## src/rtl/fwd_pkg.sv

```systemverilog
// rtl/fwd_pkg.sv - shared types and constants for the forwarding/hazard controller
package fwd_pkg;

    localparam int SLOT_REG_W = 5;
    localparam logic [SLOT_REG_W-1:0] XZR_IDX = 5'd31;

    typedef enum logic [1:0] {
        FWD_REG   = 2'b00,
        FWD_EXMEM = 2'b01,
        FWD_MEMWB = 2'b10
    } fwd_sel_t;

    typedef struct packed {
        logic                  valid;
        logic [SLOT_REG_W-1:0] rd;
        logic                  regwrite;
        logic                  memread;
    } slot_t;

    localparam slot_t SLOT_BUBBLE = '0;

endpackage

```

## src/rtl/fwd_match.sv

```systemverilog
// rtl/fwd_match.sv - one source-index vs one shadow-slot producer comparator
module fwd_match
    import fwd_pkg::*;
#(
    parameter int          REG_W = 5,
    parameter int unsigned XZR   = 31
) (
    input  logic [REG_W-1:0] src,
    input  logic             use_src,
    input  slot_t            slot,
    output logic             match
);

    // The zero register is never a real dependency, and an unread source cannot hazard.
    assign match = slot.valid & slot.regwrite & use_src &
                   (slot.rd == src) & (src != REG_W'(XZR));

endmodule

```

## src/rtl/fwd_ctrl.sv

```systemverilog
// rtl/fwd_ctrl.sv - EX-stage forwarding selects and load-use stall (option: LOAD_USE_STALL_EN)
module fwd_ctrl
    import fwd_pkg::*;
#(
    parameter int          REG_W = 5,
    parameter int unsigned XZR   = 31
) (
    input  logic             clk,
    input  logic             reset,
    input  logic             hold,
    input  logic             flush,
    input  logic             id_valid,
    input  logic [REG_W-1:0] id_src_a,
    input  logic [REG_W-1:0] id_src_b,
    input  logic             id_use_a,
    input  logic             id_use_b,
    input  logic [REG_W-1:0] id_rd,
    input  logic             id_regwrite,
    input  logic             id_memread,
    output logic [1:0]       fwd_a,
    output logic [1:0]       fwd_b,
    output logic             stall
);

    slot_t    ex_q, ex_d;
    slot_t    mem_q, mem_d;
    slot_t    wb_q, wb_d;
    fwd_sel_t fwd_a_q, fwd_a_d;
    fwd_sel_t fwd_b_q, fwd_b_d;

    logic match_ex_a, match_ex_b, match_mem_a, match_mem_b;
    logic bubble;
    logic ex_memread_in;

    fwd_match #(.REG_W(REG_W), .XZR(XZR)) u_match_ex_a (
        .src(id_src_a), .use_src(id_use_a), .slot(ex_q), .match(match_ex_a)
    );
    fwd_match #(.REG_W(REG_W), .XZR(XZR)) u_match_ex_b (
        .src(id_src_b), .use_src(id_use_b), .slot(ex_q), .match(match_ex_b)
    );
    fwd_match #(.REG_W(REG_W), .XZR(XZR)) u_match_mem_a (
        .src(id_src_a), .use_src(id_use_a), .slot(mem_q), .match(match_mem_a)
    );
    fwd_match #(.REG_W(REG_W), .XZR(XZR)) u_match_mem_b (
        .src(id_src_b), .use_src(id_use_b), .slot(mem_q), .match(match_mem_b)
    );

`ifdef LOAD_USE_STALL_EN
    // Load in EX feeding the instruction in ID: its data is not ready until MEM/WB.
    always_comb begin
        stall = id_valid & ex_q.valid & ex_q.memread & (ex_q.rd != SLOT_REG_W'(XZR)) &
                (match_ex_a | match_ex_b) & ~flush;
        ex_memread_in = id_memread;
    end
`else
    // Software schedules a NOP after every load, so no detection and no memread tracking.
    always_comb begin
        stall = 1'b0;
        ex_memread_in = 1'b0;
    end
`endif

    // WB slot is for debug visibility only; MEM/WB memread and the unused load flag are sinks.
    logic unused_sink;
    assign unused_sink = ^{wb_q, mem_q.memread, id_memread};

    // Advance the shadow pipeline and compute the registered mux selects for the ID instruction.
    always_comb begin
        ex_d    = ex_q;
        mem_d   = mem_q;
        wb_d    = wb_q;
        fwd_a_d = fwd_a_q;
        fwd_b_d = fwd_b_q;
        bubble  = flush | stall | ~id_valid;
        if (!hold) begin
            wb_d  = mem_q;
            mem_d = ex_q;
            if (bubble) begin
                ex_d    = SLOT_BUBBLE;
                fwd_a_d = FWD_REG;
                fwd_b_d = FWD_REG;
            end else begin
                ex_d.valid    = 1'b1;
                ex_d.rd       = SLOT_REG_W'(id_rd);
                ex_d.regwrite = id_regwrite;
                ex_d.memread  = ex_memread_in;
                // EX producer is the most recent writer, so it wins over MEM.
                fwd_a_d = match_ex_a ? FWD_EXMEM : (match_mem_a ? FWD_MEMWB : FWD_REG);
                fwd_b_d = match_ex_b ? FWD_EXMEM : (match_mem_b ? FWD_MEMWB : FWD_REG);
            end
        end
    end

    // State register; reset forgets every in-flight producer and wins over hold.
    always_ff @(posedge clk) begin
        if (reset) begin
            ex_q    <= SLOT_BUBBLE;
            mem_q   <= SLOT_BUBBLE;
            wb_q    <= SLOT_BUBBLE;
            fwd_a_q <= FWD_REG;
            fwd_b_q <= FWD_REG;
        end else begin
            ex_q    <= ex_d;
            mem_q   <= mem_d;
            wb_q    <= wb_d;
            fwd_a_q <= fwd_a_d;
            fwd_b_q <= fwd_b_d;
        end
    end

    assign fwd_a = fwd_a_q;
    assign fwd_b = fwd_b_q;

endmodule

```

## config.mk

```make
export PLATFORM = sky130hd
export DESIGN_NAME = fwd_ctrl
export DESIGN_NICKNAME = d
export VERILOG_FILES = /design/src/rtl/fwd_pkg.sv /design/src/rtl/fwd_match.sv /design/src/rtl/fwd_ctrl.sv
export SDC_FILE = /design/constraint.sdc
export NUM_CORES = 1
export LEC_CHECK = 0
export BUFFER_PORTS_ARGS = -buffer_cell sky130_fd_sc_hd__buf_2
export CAP_MARGIN = 20
export CORE_MARGIN = 1
export CORE_UTILIZATION = 36
export CTS_BUF_LIST = sky130_fd_sc_hd__clkbuf_8
export CTS_CLUSTER_DIAMETER = 50
export CTS_CLUSTER_SIZE = 28
export DETAILED_ROUTE_END_ITERATION = 8
export PLACE_DENSITY = 0.67
export SLEW_MARGIN = 20
export SYNTH_ARGS = -nofsm -noshare
export SYNTH_HDL_FRONTEND = slang
export SYNTH_SLANG_ARGS = --single-unit
```

## constraint.sdc

```tcl
create_clock -name clk -period 1.75 [get_ports clk]
set_input_delay 0.175 -clock clk [delete_from_list [all_inputs] [get_ports clk]]
set_output_delay 0.175 -clock clk [all_outputs]
set_load 0.02 [all_outputs]
```

==> results of run 1 <==
==> layer usage <==
layer	vias up	GRT usage [%]
li1	420	-
met1	386	22.2
met2	26	30.6
met3	4	5.75
met4	0	7.89
met5	-	0
==> cells by family (layout without fill, tap and decap cells) <==
logic type | Yosys count | after routing | synth area share, %
xor+xnor | 20 | 20 | 18.6
other cells | 1 | 1 | 0.399
flops | 18 | 18 | 38.3
mux | 7 | 7 | 7.45
simple gates | 36 | 36 | 19.9
buf+inv | 5 | 33 | 3.19
compound gates | 17 | 17 | 12.1
==> power by group through the flow <==
stage,registers [W],clock network (W),logic [W]
floorplan,0.000431,0,0.0000664
global placement,0.000432,0,0.000108
detailed placement,0.000433,0,0.000112
CTS,0.000423,0.000354,0.000112
global route,0.000424,0.000370,0.000124
finish,0.000424,0.000342,0.000112
==> stage by stage <==
stage | instances | setup slack [ps]
2_1_floorplan | 104 | 345
3_3_place_gp | 158 | 357
3_5_place_dp | 158 | 330
4_1_cts | 162 | 315
5_1_grt | 162 | 197
6_report | 162 | 318
==> worst max-delay path by stage <==
stage	start	end	slack, ps	depth (start not counted)
after floorplan	hold	fwd_a[0]$_SDFFE_PP0N_	340	5
after global placement	ex_q[4]$_SDFFE_PP0N_	fwd_a[0]$_SDFFE_PP0N_	360	4
after detailed placement	ex_q[5]$_SDFFE_PP0N_	fwd_a[0]$_SDFFE_PP0N_	330	4
after CTS	ex_q[5]$_SDFFE_PP0N_	fwd_a[0]$_SDFFE_PP0N_	320	4
after global routing	ex_q[6]$_SDFFE_PP0N_	fwd_a[0]$_SDFFE_PP0N_	200	4
final	ex_q[5]$_SDFFE_PP0N_	fwd_a[0]$_SDFFE_PP0N_	320	4
==> worst register-to-register path: stages, from the launching register on <==
cell and delay, ps:
dfxtp_1 430, xnor2_1 180, nand4_1 110, or4b_1 510, a21oi_1 140
==> registers in the layout, summed over array words and instances (netlist names) <==
signal	count
ex_q	7
mem_q	7
fwd_a	2
fwd_b	2
==> layout make-up <==
| class | instances | area, um2 |
|---|---|---|
| fillers | 244 | 1320 |
| multi-input cells | 81 | 551 |
| flip-flops and latches | 18 | 360 |
| repair buffers | 29 | 153 |
| clock buffers | 4 | 55.1 |
| well taps | 30 | 37.5 |
==> cell usage in the layout (no fill, tap or decap) <==
master	Yosys	layout
buf_2	0	26
dfxtp_1	18	18
nor2_1	15	15
xor2_1	11	11
xnor2_1	9	9
mux2i_1	7	7
nand2_1	6	6
a22oi_1	6	6
nand3_1	4	4
a21oi_1	4	4
clkbuf_8	0	4
nand4_1	3	3
o21ai_0	3	3
buf_4	1	3
nor3_1	2	2
nor3b_4	1	1
o211a_1	1	1
nor4_1	1	1
and4b_1	1	1
o21bai_1	1	1
nor2b_1	1	1
and4_1	1	1
a22o_1	1	1
o211ai_1	1	1
or4b_1	1	1
conb_1	1	1
==> flow_summary.toml, run 1 <==
[power_and_ir_drop]
p_leak_nw = 0.514
p_comb_share_pct = 12.8
cell_internal_pwr_w = 0.000669
worst_ir_drop_vdd_v = 0.000545
p_seq_share_pct = 48.3
total_power_w = 0.000878
pwr_density_cell_nw_per_um2 = 759
power_switching_w = 0.000208
clkPwrFrac_pct = 38.9
swShare_pct = 23.7

[worst_setup_path]
crit_chain = "xnor2_1, nand4_1, or4b_1, a21oi_1"
slowest_stage = "or4b_1"
ff2ff_setup_slack_ps = 320
slowest_delay_ps = 510
cp_max_fo = 4
setup.worst_path.end_class = "flop"
r2r_start = "ex_q[5]$_SDFFE_PP0N_"
cp_top_family = "simple AND/OR/NAND/NOR gates"
critical_path_buf_inv_count = 0
timing.rr.end = "fwd_a[0]$_SDFFE_PP0N_"
rr_worst_depth = 4
worstSetupPathType = "reg -> reg"
startpoint_type = "flop"
worstPathRequired_ps = 1940
arrival_ps = 1620

[detailed_routing]
wl_met3_um = 138
wl_met2_um = 994
met1_length_um = 1010
drt_iter0_drc = 17
viasPerCell = 5.16
drcViolationCount = 0
wl_um = 2180
ant_nets = 0
vias = 836
first_pass_iters = 4
routedWlPerCell_um = 13.5
highest_layer = "met4"

[grt]
grt_start_max_net_pins = 18
grt_pass1_vias = 865
antenna_found_initial = 0
grt_pass1_wl_um = 3660
grt_remaining_overflow = 0
grtUsageTotal_pct = 18.7

[finish]
final_nets = 157
final_cell_area_um2 = 1160
fin_util_pct = 46.7
drive_gt1_share_pct = 25.8
antenna_cells = 0
syn_to_final_growth_pct = 22.9

[clock_network]
clock-root-buffer = "clkbuf_8"
cts_setup_buffers = 0
clock_latency_ps = 260
clk_pin_slew_worst_paths_ps = 70
cts_tree = "built"
clk_path_buf_depth = 2
cts_num_sinks = 18
htree_levels = 1
cts.hold.buffers_added = 0
cts_resized = 0
cts_buffers = 3

[worst_hold_path]
hold_end = "ex_q[5]$_SDFFE_PP0N_"
whs_path_depth = 3
holdCritPathClass = "in -> reg"
worstHoldStart = "id_rd[3]"

[synth]
synth-edff-count = 0
synth_commonest_cells = "dfxtp_1 (18), nor2_1 (15), xor2_1 (11), xnor2_1 (9), mux2i_1 (7)"
synthDistinctLibCells = 26
syn-mean-instance-area_um2 = 9.05
synth_most_common_cell = "dfxtp_1"
async_flop_share_pct = 0
yosysWarnings = 0
synthesis.area_um2 = 941
synth_top_cell_area_share_pct = 38.3
yosys-top-cells-area = "dfxtp_1 (38%), xor2_1 (10%), xnor2_1 (8.4%)"
synth_flop_cell = "dfxtp_1"
synth_seq_cells = 18
ys_seq_area_share_pct = 38.3
synth_fp_nets = 128
netlist.top_cell.by_area = "dfxtp_1"
syn_inst = 104

[sta]
fin_crit_sh_pct = 81.8
fin_crit_ps = 1430
slew_viol_final = 0
skew_ps = 2.76
setup_viol = 0
finalHoldViolations = 0
hold_ws_ps = 148
rsz0062_at_grt = "no"
setup_tns_ps = 0
fmax_mhz = 698

[placement]
dpl_cell_area_um2 = 1100
gp_congestion = 0.764
post-dp-hpwl_um = 1690
io_buffers = 26

[floorplanning]
die_x_um = 53.1
pin_count = 29
core_um2 = 2480
num_rows = 18
fp.dieArea_um2 = 2820
fp.dieH_um = 53.1
start_util_pct = 38.0

[status]
status = "finished, final reports clean"

[job]
drv_cap = 0
Note: power is estimated with default switching activity, not from simulation.
==> run 2: changes to the inputs <==
--- a/config.mk
+++ b/config.mk
@@ -5,6 +5,7 @@
 export SDC_FILE = /design/constraint.sdc
 export NUM_CORES = 1
 export LEC_CHECK = 0
+export ABC_AREA = 1
 export BUFFER_PORTS_ARGS = -buffer_cell sky130_fd_sc_hd__buf_2
 export CAP_MARGIN = 20
 export CORE_MARGIN = 1
@@ -13,7 +14,7 @@
 export CTS_CLUSTER_DIAMETER = 50
 export CTS_CLUSTER_SIZE = 28
 export DETAILED_ROUTE_END_ITERATION = 8
-export PLACE_DENSITY = 0.67
+export PLACE_DENSITY = 0.68
 export SLEW_MARGIN = 20
 export SYNTH_ARGS = -nofsm -noshare
 export SYNTH_HDL_FRONTEND = slang
==> constraint.sdc (replaced) <==
create_clock -name clk -period 1.3 [get_ports clk]
set_input_delay 0.13 -clock clk [delete_from_list [all_inputs] [get_ports clk]]
set_output_delay 0.13 -clock clk [all_outputs]
set_load 0.02 [all_outputs]
==> run 2 against run 1 <==
  * Global-route usage fell by 3.2 points
  * Synthesized area rose by 13%
  * Non-clock buffer count shrank 1
  * Total power up 39%
  * Worst setup slack got worse by 120 ps
  * Combinational power up 56%
  * Largest power group unchanged
  * First-iteration DRC count fell by 5.9%
  * Clock-buffer cell count unchanged
  * Largest cell class unchanged
  * Clock power increased by 36%
  * Critical path depth increased by 3
==> flow_summary.toml, run 2 <==
[finish]
antenna_cells = 0
fin_util_pct = 45.2
drive_gt1_share_pct = 17.9
final_common_cell = "nand2_1"
syn_to_final_growth_pct = 17.8
final_nets = 221
mostFrequentLayoutCells = "nand2_1 (65), buf_2 (26), inv_1 (22)"
reg.largest.list = "ex_q x7, mem_q x7"

[synth]
async_flop_share_pct = 0
yosysWarnings = 0
syn-mean-instance-area_um2 = 6.23
synth_commonest_cells = "nand2_1 (65), inv_1 (22), dfxtp_1 (18), nor2_1 (18), a21oi_1 (13)"
synthDistinctLibCells = 19
synthesis.area_um2 = 1070
synth_flop_cell = "dfxtp_1"
synth_most_common_cell = "nand2_1"
yosys-top-cells-area = "dfxtp_1 (34%), nand2_1 (23%), inv_1 (7.7%)"
netlist.top_cell.by_area = "dfxtp_1"
synth_top_cell_area_share_pct = 33.8
synth-edff-count = 0
ys_seq_area_share_pct = 33.8
synth_seq_cells = 18
synth_fp_nets = 195
syn_inst = 171

[detailed_routing]
vias = 1047
first_pass_iters = 4
wl_um = 2260
viasPerCell = 4.61
routedWlPerCell_um = 9.96
drt_iter0_drc = 16
drcViolationCount = 0
ant_nets = 0

[floorplanning]
die_x_um = 56.4
core_um2 = 2780
fp.dieH_um = 56.4
pin_count = 29
num_rows = 19
start_util_pct = 38.3
fp.dieArea_um2 = 3180

[job]
drv_cap = 0

[sta]
rsz0062_at_grt = "no"
fin_crit_sh_pct = 85.1
finalHoldViolations = 0
setup_viol = 0
fin_crit_ps = 1110
fmax_mhz = 904
setup_tns_ps = 0
skew_ps = 11.6
slew_viol_final = 0

[grt]
antenna_found_initial = 0
grt_start_max_net_pins = 19
grtUsageTotal_pct = 15.4
grt_pass1_wl_um = 3820
grt_pass1_vias = 869
grt_remaining_overflow = 0

[clock_network]
clock-root-buffer = "clkbuf_8"
clock_latency_ps = 260
cts_buffers = 3
cts_num_sinks = 18
cts_resized = 0
cts_tree = "built"
cts.hold.buffers_added = 0
cts_setup_buffers = 0
htree_levels = 1
clk_path_buf_depth = 2
clk_pin_slew_worst_paths_ps = 60

[worst_setup_path]
worstPathRequired_ps = 1430
cp_max_fo = 5
worstSetupPathType = "reg -> reg"
startpoint_type = "flop"
arrival_ps = 1230
setup.worst_path.end_class = "flop"

[worst_hold_path]
holdCritPathClass = "in -> reg"

[power_and_ir_drop]
worst_ir_drop_vdd_v = 0.000692
p_leak_nw = 0.573
pwr_density_cell_nw_per_um2 = 970

[status]
status = "finished, final reports clean"

[placement]
io_buffers = 26
post-dp-hpwl_um = 1780
gp_congestion = 0.783
==> run 2: power breakdown <==
| group | switching (W) | leakage [nW] | internal [W] |
|---|---|---|---|
| sequential | 0.0000137 | 0.146 | 0.000566 |
| clock | 0.000195 | 0.0288 | 0.000269 |
| combinational | 0.000102 | 0.398 | 0.0000728 |
| total | 0.000311 | 0.573 | 0.000908 |
==> run 2: cells by family (layout without fill, tap and decap cells) <==
kind of cell              Yosys count  after routing  share of synthesized area [%]
DFF                                18             18                           33.8
other                               1              1                          0.352
xor gates and xnor gates            8              8                           6.57
and+or+nand+nor                    95             95                           36.0
AOI/OAI and AO/OA                  20             20                           10.9
buffers and inverters              29             54                           12.3
==> run 2: metal layers <==
metal	GRT usage [%]	routed length [um]	vias up
met5	0	0	-
met4	3.14	0	0
met3	4.15	107	0
met2	23.1	954	25
met1	22.2	1200	450
li1	-	-	572
==> run 2: worst paths after layout <==
check / from / endpoint / slack [ps] / cells after the start
max reg2reg: ex_q[5]$_SDFFE_PP0N_ / fwd_b[1]$_SDFFE_PP0N_ / 190 / 7
min: id_rd[1] / ex_q[3]$_SDFFE_PP0N_ / 120 / 3
min reg2reg: fwd_a[0]$_SDFFE_PP0N_ / fwd_a[0]$_SDFFE_PP0N_ / 460 / 2
max: ex_q[5]$_SDFFE_PP0N_ / fwd_b[1]$_SDFFE_PP0N_ / 190 / 7
==> run 2: final cells by class <==
cell class              count  area, um2
multi-input cells         124        574
repair buffers             28        145
fillers                   306       1530
well taps                  31       38.8
clock buffers               4       55.1
flip-flops and latches     18        360
inverters                  22       82.6
==> run 2: metrics by stage <==
stage	total power [W]	setup WS, ps	hold slack (ps)	instances	cell area, um2
floorplan	0.000707	344	273	171	1070
global route	0.00128	86.4	122	227	1260
finish	0.00122	194	120	227	1260
CTS	0.00123	199	114	227	1260
detailed placement	0.000768	211	385	223	1200
global placement	0.000766	226	382	223	1200
==> run 2: worst max-delay path: stages (launching register included) <==
cell     delay (ps)
dfxtp_1         440
inv_1            60
nand2_1          50
nand4_1         110
nor2_1          140
nand2_1          60
nand2_1          70
a21oi_2          50
==> run 3: changes to the inputs <==
--- a/config.mk
+++ b/config.mk
@@ -5,16 +5,14 @@
 export SDC_FILE = /design/constraint.sdc
 export NUM_CORES = 1
 export LEC_CHECK = 0
-export ABC_AREA = 1
 export BUFFER_PORTS_ARGS = -buffer_cell sky130_fd_sc_hd__buf_2
-export CAP_MARGIN = 20
 export CORE_MARGIN = 1
 export CORE_UTILIZATION = 36
 export CTS_BUF_LIST = sky130_fd_sc_hd__clkbuf_8
 export CTS_CLUSTER_DIAMETER = 50
 export CTS_CLUSTER_SIZE = 28
 export DETAILED_ROUTE_END_ITERATION = 8
-export PLACE_DENSITY = 0.68
+export PLACE_DENSITY = 0.69
 export SLEW_MARGIN = 20
 export SYNTH_ARGS = -nofsm -noshare
 export SYNTH_HDL_FRONTEND = slang
==> run 3 against run 2 <==
  * The run now ends with negative setup slack left
  * Total power about the same
  * Sequential share of layout area up 0.56 points
  * Combinational power up 2%
  * Flip-flop and latch count unchanged
  * First-iteration DRC count up 19%
  * Sequential power down 2%
  * Hold slack worse by 19 ps
  * Clock skew down 9.4 ps
  * Worst setup slack worse by 230 ps
  * Cell area up 1.5%
  * Critical endpoint unchanged
  * Largest power group unchanged
==> flow_summary.toml, run 3 (synthesis results as in run 1) <==
[status]
status = "finished, violations left"
violations = "negative setup slack"

[floorplanning]
start_util_pct = 38.0
num_rows = 18
fp.dieArea_um2 = 2820
die_x_um = 53.1
fp.dieH_um = 53.1
core_um2 = 2480
pin_count = 29

[worst_hold_path]
worstHoldStart = "id_regwrite"
hold_end = "ex_q[1]$_SDFFE_PP0N_"
holdCritPathClass = "in -> reg"
whs_path_depth = 3

[power_and_ir_drop]
p_leak_nw = 0.567
total_power_w = 0.00122
power_switching_w = 0.000303
p_comb_share_pct = 14.7
cell_internal_pwr_w = 0.000915
pwr_density_cell_nw_per_um2 = 955
p_seq_share_pct = 46.5
worst_ir_drop_vdd_v = 0.000545
swShare_pct = 24.9
clkPwrFrac_pct = 38.8

[sta]
setup_viol = 2
fmax_mhz = 746
slew_viol_final = 0
setup_ws_ps = -40.2
fin_crit_ps = 1340
fin_crit_sh_pct = 103
finalHoldViolations = 0
skew_ps = 2.15
rsz0062_at_grt = "yes"

[detailed_routing]
vias = 868
viasPerCell = 5.17
ant_nets = 0
drt_iter0_drc = 19
drcViolationCount = 0
wl_um = 2280
first_pass_iters = 4
routedWlPerCell_um = 13.5

[clock_network]
clock_latency_ps = 260
htree_levels = 1
clk_path_buf_depth = 2
cts_num_sinks = 18
cts_tree = "built"
clk_pin_slew_worst_paths_ps = 70
cts_buffers = 3
cts.hold.buffers_added = 0
clock-root-buffer = "clkbuf_8"

[worst_setup_path]
cp_top_family = "flip-flops"
r2r_start = "ex_q[5]$_SDFFE_PP0N_"
startpoint_type = "flop"
slowest_stage = "dfxtp_4"
critical_path_buf_inv_count = 1
worstPathRequired_ps = 1460
crit_chain = "xor2_1, nor4_1, buf_4, a21oi_2, a22o_1"
cp_max_fo = 4
ff2ff_setup_slack_ps = -40
rr_worst_depth = 5
setup.worst_path.end_class = "flop"
worstSetupPathType = "reg -> reg"
slowest_delay_ps = 370
arrival_ps = 1500
timing.rr.end = "fwd_b[1]$_SDFFE_PP0N_"

[placement]
dpl_cell_area_um2 = 1140
io_buffers = 26
post-dp-hpwl_um = 1650
gp_congestion = 0.829

[finish]
reg.largest.list = "ex_q x7, mem_q x7"
final_common_cell = "buf_2"
mostFrequentLayoutCells = "buf_2 (26), nor2_1 (15), dfxtp_1 (14)"
final_cell_area_um2 = 1270
drive_gt1_share_pct = 37.0
syn_to_final_growth_pct = 35.5
antenna_cells = 0
final_nets = 163

[job]
drv_cap = 0

[grt]
grt_pass1_vias = 811
grtUsageTotal_pct = 19.3
grt_start_max_net_pins = 18
grt_pass1_wl_um = 3770
antenna_found_initial = 0
grt_remaining_overflow = 0
run 3: cell count changes in the layout (fill, tap and decap cells not counted), sizes merged, moves of 5 or more:
cell and delta:
xor2 +11, buf +7, nand2 -59, mux2i +7
inv -22, a211oi -5, a21oi -10, nand3 -5
a22oi +6
run 3: power by group through the flow:
stage | Sequential [W] | Combinational (W) | Clock, W
4_1_cts | 0.000566 | 0.000173 | 0.000472
2_1_floorplan | 0.000580 | 0.0000894 | 0
5_1_grt | 0.000567 | 0.000195 | 0.000505
3_5_place_dp | 0.000582 | 0.000160 | 0
3_3_place_gp | 0.000581 | 0.000157 | 0
6_report | 0.000566 | 0.000179 | 0.000472
run 3: how the worst max path moves through the flow:
stage / startpoint / endpoint / cells past startpoint
3_3_place_gp: ex_q[4]$_SDFFE_PP0N_ / fwd_a[0]$_SDFFE_PP0N_ / 4
3_5_place_dp: ex_q[4]$_SDFFE_PP0N_ / fwd_a[0]$_SDFFE_PP0N_ / 4
6_report: ex_q[5]$_SDFFE_PP0N_ / fwd_b[1]$_SDFFE_PP0N_ / 5
2_1_floorplan: hold / fwd_a[0]$_SDFFE_PP0N_ / 5
5_1_grt: ex_q[3]$_SDFFE_PP0N_ / fwd_a[0]$_SDFFE_PP0N_ / 4
4_1_cts: ex_q[4]$_SDFFE_PP0N_ / fwd_a[0]$_SDFFE_PP0N_ / 4
run 3: what timing repair did:
action,in CTS,in global routing
pin swaps,9,6
gates resized for setup,12,4
setup endpoints to repair,3,3
setup buffers,1,0
run 3: through the flow:
stage / instances / utilization (%) / setup TNS (ps) / setup WS, ps / hold slack [ps]
3_5_place_dp: 163 / 46.0 / -87.9 / -53.8 / 370
3_3_place_gp: 163 / 46.0 / -69.3 / -38.7 / 362
6_report: 168 / 51.5 / -67.2 / -40.2 / 102
4_1_cts: 168 / 50.4 / -10.8 / -10.7 / 106
2_1_floorplan: 104 / - / -30.1 / -30.1 / 274
5_1_grt: 168 / 51.5 / -146 / -77.6 / 138
run 3: tightest hold or removal path, stage by stage:
cell and delay (ps):
buf_2 70, a22oi_1 50, nor2_1 80
run 3: per-layer routing:
layer | wire length, um | track usage, %
met5 | 0 | 0
met4 | 48 | 10.5
met3 | 128 | 3.74
met2 | 1060 | 29.7
met1 | 1040 | 24.9
run 3: final cells by class:
class	count	area, um2
fill	243	1200
sequential	18	373
timing repair buffer	35	198
clock buffer	4	55.1
tap	30	37.5
multi-input combinational	81	612
